--- src/rtl/alu_pkg.sv ---
// Shared types for the ALU issue/writeback stage: opcodes, operand-B selects,
// instruction field positions and the sequencer FSM states.
package alu_pkg;

    typedef enum logic [3:0] {
        OP_ADD = 4'h0,
        OP_SUB = 4'h1,
        OP_MUL = 4'h2,
        OP_AND = 4'h3,
        OP_OR  = 4'h4,
        OP_XOR = 4'h5,
        OP_SHL = 4'h6,
        OP_SHR = 4'h7,
        OP_INC = 4'h8,
        OP_DEC = 4'h9
    } opcode_e;

    // MOVI_ZERO is never generated here; the ALU reads it as operand B = 0.
    typedef enum logic [1:0] {
        MOVI_REG  = 2'b00,
        MOVI_MEM  = 2'b01,
        MOVI_IMM  = 2'b10,
        MOVI_ZERO = 2'b11
    } movi_e;

    localparam int OP_LSB   = 28;
    localparam int MOVI_LSB = 26;
    localparam int RD_LSB   = 23;
    localparam int RA_LSB   = 20;
    localparam int RB_LSB   = 17;
    localparam int IMM_W    = 16;

    typedef enum logic [1:0] {
        S_IDLE,
        S_ISSUE,
        S_COLLECT_LO,
        S_COLLECT_HI
    } state_e;

    // 3-bit register field widened to the largest supported address width.
    function automatic logic [3:0] reg_field(input logic [31:0] instr, input int lsb);
        return {1'b0, instr[lsb +: 3]};
    endfunction

endpackage

--- src/rtl/alu_sequencer_if.sv ---
// Instruction handshake and ALU issue/result signals of the sequencer.
// slave = sequencer view, master = upstream/ALU environment view.
interface alu_sequencer_if;

    logic        in_vld;
    logic [31:0] in_instr;
    logic [31:0] in_mem;
    logic        in_rdy;

    logic        alu_act;
    logic [3:0]  alu_op;
    logic [1:0]  alu_movi;
    logic [31:0] alu_reg_a;
    logic [31:0] alu_reg_b;
    logic [31:0] alu_mem;
    logic [31:0] alu_imm;
    logic        alu_rdy;
    logic        alu_vld;
    logic [31:0] alu_data;

    modport slave (
        input  in_vld, in_instr, in_mem, alu_rdy, alu_vld, alu_data,
        output in_rdy, alu_act, alu_op, alu_movi, alu_reg_a, alu_reg_b, alu_mem, alu_imm
    );

    modport master (
        output in_vld, in_instr, in_mem, alu_rdy, alu_vld, alu_data,
        input  in_rdy, alu_act, alu_op, alu_movi, alu_reg_a, alu_reg_b, alu_mem, alu_imm
    );

endinterface

--- src/rtl/alu_regfile.sv ---
// NREG x 32 register file: two operand read ports, one debug read port,
// one synchronous write port; R0 is hardwired to zero.
module alu_regfile #(
    parameter  int NREG = 8,
    localparam int AW   = $clog2(NREG)
) (
    input  logic          clk,
    input  logic          rst,
    input  logic          we,
    input  logic [AW-1:0] waddr,
    input  logic [31:0]   wdata,
    input  logic [AW-1:0] ra_addr,
    input  logic [AW-1:0] rb_addr,
    input  logic [AW-1:0] dbg_addr,
    output logic [31:0]   ra_data,
    output logic [31:0]   rb_data,
    output logic [31:0]   dbg_data
);

    logic [31:0] regs [NREG];

    // NOTE: the array is reset on purpose; register contents are visible on
    // the debug port and must read as zero after reset, not as power-up junk.
    always_ff @(posedge clk) begin
        if (rst) begin
            for (int i = 0; i < NREG; i++) regs[i] <= '0;
        end else if (we && waddr != '0) begin
            regs[waddr] <= wdata;
        end
    end

    assign ra_data  = (ra_addr  == '0) ? '0 : regs[ra_addr];
    assign rb_data  = (rb_addr  == '0) ? '0 : regs[rb_addr];
    assign dbg_data = (dbg_addr == '0) ? '0 : regs[dbg_addr];

endmodule

--- src/rtl/alu_sequencer.sv ---
// Issue/writeback stage in front of the ALU: accepts one instruction, issues
// it with stable operands, and writes back one (or two, for mul) result beats.
module alu_sequencer
    import alu_pkg::*;
#(
    parameter  int NREG = 8,
    localparam int AW   = $clog2(NREG)
) (
    input  logic            clk,
    input  logic            rst,
    alu_sequencer_if.slave  bus,
    output logic            wb_en,
    output logic [AW-1:0]   wb_addr,
    output logic [31:0]     wb_data,
    output logic            busy,
    input  logic [AW-1:0]   dbg_addr,
    output logic [31:0]     dbg_data
);

    state_e        state, state_nxt;
    logic [31:0]   instr_q, mem_q, reg_a_q, reg_b_q;
    logic [31:0]   rf_a, rf_b;
    logic [3:0]    rd_f, ra_f, rb_f;
    logic [AW-1:0] rd, ra, rb;
    logic          is_mul;
    logic          unused_bits;

    assign rd_f   = reg_field(instr_q, RD_LSB);
    assign ra_f   = reg_field(instr_q, RA_LSB);
    assign rb_f   = reg_field(instr_q, RB_LSB);
    assign rd     = rd_f[AW-1:0];
    assign ra     = ra_f[AW-1:0];
    assign rb     = rb_f[AW-1:0];
    assign is_mul = (instr_q[OP_LSB +: 4] == OP_MUL);

    assign unused_bits = ^{instr_q[16], rd_f, ra_f, rb_f};

    // NOTE: state registers use non-blocking assignments so every flop samples
    // the pre-edge values, independent of statement order.
    always_ff @(posedge clk) begin
        if (rst) begin
            state   <= S_IDLE;
            instr_q <= '0;
            mem_q   <= '0;
            reg_a_q <= '0;
            reg_b_q <= '0;
        end else begin
            state <= state_nxt;
            if (state == S_IDLE && bus.in_vld) begin
                instr_q <= bus.in_instr;
                mem_q   <= bus.in_mem;
            end
            if (state == S_ISSUE) begin
                reg_a_q <= rf_a;
                reg_b_q <= rf_b;
            end
        end
    end

    // NOTE: every output of this block gets a default first, so no path can
    // leave a signal unassigned and infer a latch.
    always_comb begin
        state_nxt  = state;
        bus.in_rdy = 1'b0;
        bus.alu_act = 1'b0;
        wb_en      = 1'b0;
        wb_addr    = '0;
        unique case (state)
            S_IDLE: begin
                bus.in_rdy = 1'b1;
                if (bus.in_vld) state_nxt = S_ISSUE;
            end
            S_ISSUE: begin
                if (bus.alu_rdy) begin
                    bus.alu_act = 1'b1;
                    state_nxt   = S_COLLECT_LO;
                end
            end
            S_COLLECT_LO: begin
                if (bus.alu_vld) begin
                    wb_en     = !rst;
                    wb_addr   = rd;
                    state_nxt = is_mul ? S_COLLECT_HI : S_IDLE;
                end
            end
            S_COLLECT_HI: begin
                if (bus.alu_vld) begin
                    wb_en     = !rst;
                    wb_addr   = rd + 1'b1;
                    state_nxt = S_IDLE;
                end
            end
            default: state_nxt = S_IDLE;
        endcase
    end

    assign wb_data = wb_en ? bus.alu_data : '0;
    assign busy    = (state != S_IDLE);

    // Operands come straight from the file during ISSUE so ALU_ACT can fire
    // one cycle after acceptance; the captured copy holds them afterwards.
    assign bus.alu_reg_a = (state == S_ISSUE) ? rf_a : reg_a_q;
    assign bus.alu_reg_b = (state == S_ISSUE) ? rf_b : reg_b_q;
    assign bus.alu_op    = instr_q[OP_LSB +: 4];
    assign bus.alu_movi  = instr_q[MOVI_LSB +: 2];
    assign bus.alu_mem   = mem_q;
    assign bus.alu_imm   = {{(32-IMM_W){instr_q[IMM_W-1]}}, instr_q[IMM_W-1:0]};

    alu_regfile #(.NREG(NREG)) u_regfile (
        .clk      (clk),
        .rst      (rst),
        .we       (wb_en),
        .waddr    (wb_addr),
        .wdata    (wb_data),
        .ra_addr  (ra),
        .rb_addr  (rb),
        .dbg_addr (dbg_addr),
        .ra_data  (rf_a),
        .rb_data  (rf_b),
        .dbg_data (dbg_data)
    );

endmodule
--- src/flat_wrapper.sv ---
// flat-port wrapper written by rule: the top's interface ports become plain ports
module alu_sequencer_flat import alu_pkg::*;
#(
    parameter  int NREG = 8,
    localparam int AW   = $clog2(NREG)
)
  (clk, rst, wb_en, wb_addr, wb_data, busy, dbg_addr, dbg_data, bus_in_vld, bus_in_instr, bus_in_mem, bus_alu_rdy, bus_alu_vld, bus_alu_data, bus_in_rdy, bus_alu_act, bus_alu_op, bus_alu_movi, bus_alu_reg_a, bus_alu_reg_b, bus_alu_mem, bus_alu_imm);
  alu_sequencer_if bus_i ();
  input  logic clk;
  input  logic rst;
  output logic wb_en;
  output logic [AW-1:0] wb_addr;
  output logic [31:0] wb_data;
  output logic busy;
  input  logic [AW-1:0] dbg_addr;
  output logic [31:0] dbg_data;
  input wire logic [$bits(bus_i.in_vld)-1:0] bus_in_vld;
  input wire logic [$bits(bus_i.in_instr)-1:0] bus_in_instr;
  input wire logic [$bits(bus_i.in_mem)-1:0] bus_in_mem;
  input wire logic [$bits(bus_i.alu_rdy)-1:0] bus_alu_rdy;
  input wire logic [$bits(bus_i.alu_vld)-1:0] bus_alu_vld;
  input wire logic [$bits(bus_i.alu_data)-1:0] bus_alu_data;
  output wire logic [$bits(bus_i.in_rdy)-1:0] bus_in_rdy;
  output wire logic [$bits(bus_i.alu_act)-1:0] bus_alu_act;
  output wire logic [$bits(bus_i.alu_op)-1:0] bus_alu_op;
  output wire logic [$bits(bus_i.alu_movi)-1:0] bus_alu_movi;
  output wire logic [$bits(bus_i.alu_reg_a)-1:0] bus_alu_reg_a;
  output wire logic [$bits(bus_i.alu_reg_b)-1:0] bus_alu_reg_b;
  output wire logic [$bits(bus_i.alu_mem)-1:0] bus_alu_mem;
  output wire logic [$bits(bus_i.alu_imm)-1:0] bus_alu_imm;
  assign bus_i.in_vld = bus_in_vld;
  assign bus_i.in_instr = bus_in_instr;
  assign bus_i.in_mem = bus_in_mem;
  assign bus_i.alu_rdy = bus_alu_rdy;
  assign bus_i.alu_vld = bus_alu_vld;
  assign bus_i.alu_data = bus_alu_data;
  assign bus_in_rdy = bus_i.in_rdy;
  assign bus_alu_act = bus_i.alu_act;
  assign bus_alu_op = bus_i.alu_op;
  assign bus_alu_movi = bus_i.alu_movi;
  assign bus_alu_reg_a = bus_i.alu_reg_a;
  assign bus_alu_reg_b = bus_i.alu_reg_b;
  assign bus_alu_mem = bus_i.alu_mem;
  assign bus_alu_imm = bus_i.alu_imm;
  alu_sequencer #(.NREG(NREG)) u_core (.clk(clk), .rst(rst), .bus(bus_i), .wb_en(wb_en), .wb_addr(wb_addr), .wb_data(wb_data), .busy(busy), .dbg_addr(dbg_addr), .dbg_data(dbg_data));
endmodule
--- config.mk ---
export PLATFORM = sky130hd
export DESIGN_NAME = alu_sequencer_flat
export DESIGN_NICKNAME = d
export VERILOG_FILES = /design/src/rtl/alu_pkg.sv /design/src/rtl/alu_sequencer_if.sv /design/src/rtl/alu_regfile.sv /design/src/rtl/alu_sequencer.sv /design/src/flat_wrapper.sv
export SDC_FILE = /design/constraint.sdc
export NUM_CORES = 1
export LEC_CHECK = 0
export BUFFER_PORTS_ARGS = -buffer_cell sky130_fd_sc_hd__buf_4
export CORE_MARGIN = 3
export CORE_UTILIZATION = 52
export CTS_BUF_LIST = sky130_fd_sc_hd__clkbuf_16
export CTS_CLUSTER_SIZE = 20
export DETAILED_ROUTE_END_ITERATION = 12
export GPL_TIMING_DRIVEN = 0
export PLACE_DENSITY_LB_ADDON = 0.3
export SLEW_MARGIN = 0
export SYNTH_ARGS = -nofsm -noshare
export SYNTH_HDL_FRONTEND = slang
export SYNTH_SLANG_ARGS = --single-unit
export TNS_END_PERCENT = 20
--- constraint.sdc ---
create_clock -name clk -period 2.15 [get_ports clk]
set_input_delay 0.215 -clock clk [delete_from_list [all_inputs] [get_ports clk]]
set_output_delay 0.215 -clock clk [all_outputs]
set_load 0.005 [all_outputs]
==> impl_metrics.tcl <==
set metrics [dict create \
    outcome "finished, violations left" \
    violations "setup timing" \
    crit_path_start_kind "flop" \
    antenna_cells 0 \
    r2r_cells 6 \
    synthMuxAreaShare 0.186 \
    hold_viol_final 0 \
    grt_overflow 0 \
    syn_inst 1752 \
    dp_hpwl_um 44400 \
    grt-busiest-layer "met2" \
    path_class "flop to primary output" \
    rsz0062_at_grt "true" \
    synth-seq-cells 391 \
    die_area_um2 41700 \
    drtPass1Iterations 6 \
    io_pins 309 \
    final.setup.worst_slack_ns -0.446 \
    worst_slew_pin_slew_ns 1.07 \
    skew_ns 0.0149 \
    grt_start_max_net_pins 33 \
    grt_pass1_vias 17600 \
    syn_area_um2 20400 \
    wirelength_um 72500 \
    grt.total_usage 0.334 \
    port_buffers 304 \
    final_common_cell "buf_4" \
    max-clock-path-buffers 3 \
    via_per_inst 6.14 \
    clock_sinks 391 \
    cp-end-kind "primary output" \
    met2_usage 0.546 \
    p_leak_nw 11.0 \
    maxCapViolCount 0 \
    timing.fmax_mhz 385 \
    place_ws_ns -0.954 \
    final_cell_mix "buf_4 (380), edfxtp_1 (256), nand2_1 (251), and2_1 (198), a21oi_1 (155)" \
    drive_above_1_share 0.360 \
    r2r_end "u_core.u_regfile.regs[4][28]" \
    critical_path.max_fanout 10 \
    synth_fa_ha_area_frac 0.000612 \
    clk_pin_slew_ns 0.06 \
    hold_ws_ns 0.0230 \
    finalMaxSlewViolations 0 \
    yosys.cell_types.count 46 \
    r2r_setup_slack_ns -0.25 \
    grtUsageMet3 0.0855 \
    hold_end "u_core.u_regfile.regs[7][8]" \
    synthSimpleGateAreaFrac 0.146 \
    cp_common_cell "buf_4" \
    slowest_delay_ns 0.31 \
    antenna_found_initial 0 \
    powerDensity_nw_per_um2 697 \
    setup_tns_ns -48.68 \
    num-nets-final 2398 \
    ys.flop_type "edfxtp_1" \
    drt_iter0_markers 1957 \
    synth_top_family_by_area "multiplexers" \
    ctsHtreeMaxLevel 2 \
    min_from "bus_alu_data[8]" \
    synth_edf_count 256 \
    use_met1 0.409 \
    synth.avg_cell_area_um2 11.7 \
    postRouteAntennaNets 0 \
    cts_inserted_buffers 42 \
    post_drt_wl_per_cell_um 25.5 \
    core_um2 38700 \
    die_h_um 204 \
    hp-class "primary input to flop" \
    dpl_cell_area_um2 23500 \
    crit_path_cell_trace "buf_4 -> and2_0 -> buf_1 -> buf_4 -> a22oi_1 -> o211ai_1 -> nand2_2 -> buf_4" \
    ir_drop_uv 610 \
    vias 17500 \
    ys_warn_count 0 \
    cts_tree "yes" \
    hold_depth 2 \
    synthArstFlopShare 0 \
    maxSlewHeadroom 0.284 \
    rows 72 \
    required_ns 1.93 \
    period_needed_ns 2.60 \
    grt_pass1_wl_um 104000 \
    area_growth_pct 34.1 \
    r2r-start "u_core.instr_q[24]" \
    fin_crit_sh 1.21 \
    slowest_stage "dfxtp_1" \
    synth-seq-area-share 0.508 \
    fp.dieW_um 204 \
    drc 0 \
    yosys.area_share.xor_xnor 0.000428 \
    synth_compound_area_frac 0.102 \
    insertion_delay_ns 0.56 \
    floorplan.initialDensity 0.528 \
    setup_viol 212 \
    final_cell_area_um2 27400 \
    cts_root_buf "clkbuf_16" \
    place_congestion 0.864 \
    worstPathArrival_ns 2.38 \
]
-- metal layers --
| metal | up-vias | routed length, um |
|---|---|---|
| li1 | 7435 | - |
| met1 | 8539 | 24900 |
| met2 | 1243 | 35200 |
| met3 | 255 | 8640 |
| met4 | 0 | 3720 |
| met5 | - | 0 |
-- flip-flops by register name (all words and copies together), names as in the netlist, named ones only --
| name | cells |
|---|---|
| u_core.u_regfile.regs | 256 |
| u_core.bus.alu_mem | 32 |
| u_core.reg_a_q | 32 |
| u_core.reg_b_q | 32 |
| u_core.instr_q | 31 |
| u_core.state | 2 |
-- logic make-up after synthesis --
kind of cell / Yosys count
AOI/OAI and AO/OA: 324
other: 1
and+or+nand+nor: 557
DFF: 391
muxes: 259
adders and majority gates: 1
xor gates and xnor gates: 1
buffers and inverters: 218
-- area by class of cell --
type,count,area [um^2]
Buffer,181,1510
Clock buffer,46,1150
Clock inverter,32,161
Fill cell,2652,11300
Inverter,35,141
Multi-Input combinational cell,1178,9290
Sequential cell,391,10400
Tap cell,518,648
Timing Repair Buffer,464,4120
-- how the worst max path moves through the flow --
stage / endpoint
after global placement: u_core.u_regfile.regs[6][14]
after floorplan: u_core.u_regfile.regs[3][0]
after detailed placement: u_core.u_regfile.regs[6][14]
after CTS: bus_alu_reg_b[0]
final: bus_alu_reg_b[0]
after global routing: bus_alu_reg_b[0]
-- Yosys cell counts (13+ instances only) --
master | n | area [um^2]
dfxtp_1 | 135 | 2700
o211ai_1 | 62 | 465
edfxtp_1 | 256 | 7690
mux4_2 | 94 | 2120
buf_4 | 52 | 390
and2_2 | 59 | 443
nand2_1 | 255 | 957
a21oi_1 | 158 | 791
buf_1 | 13 | 48.8
mux2_2 | 32 | 360
a22oi_1 | 65 | 488
inv_1 | 33 | 124
a221oi_1 | 32 | 280
buf_2 | 31 | 155
clkbuf_1 | 71 | 267
and2_1 | 199 | 1240
mux2i_1 | 132 | 1320
-- through the flow --
step | power [mW] | util | cells
5_1_grt | 19.6 | 0.708 | 2845
6_report | 19.1 | 0.708 | 2845
2_1_floorplan | 10.3 | - | 1783
3_3_place_gp | 11.5 | 0.607 | 2605
3_5_place_dp | 11.6 | 0.607 | 2606
4_1_cts | 18.9 | 0.690 | 2805
-- critical path: cells and delay by family, from the launching register on --
kind | cells | cell delay (ns)
AND/OR/NAND/NOR | 2 | 0.32
buffers and inverters | 4 | 0.89
AO/OA/AOI/OAI | 2 | 0.31
flip-flops | 1 | 0.31
-- power breakdown --
| part | switching [mW] | total [mW] | internal, mW |
|---|---|---|---|
| sequential | 0.237 | 8.59 | 8.35 |
| combinational | 1.79 | 3.53 | 1.74 |
| clock | 3.02 | 6.98 | 3.95 |
-- what timing repair did --
item                       4_1_cts  5_1_grt
setup endpoints to repair      480      424
pin swaps                       38       53
gates resized for setup        187      100
hold endpoints to repair       166        0
hold buffers                    87        0
gates cloned                    10        5
setup buffers                   25       40
Power figures use the tool's default switching activity.
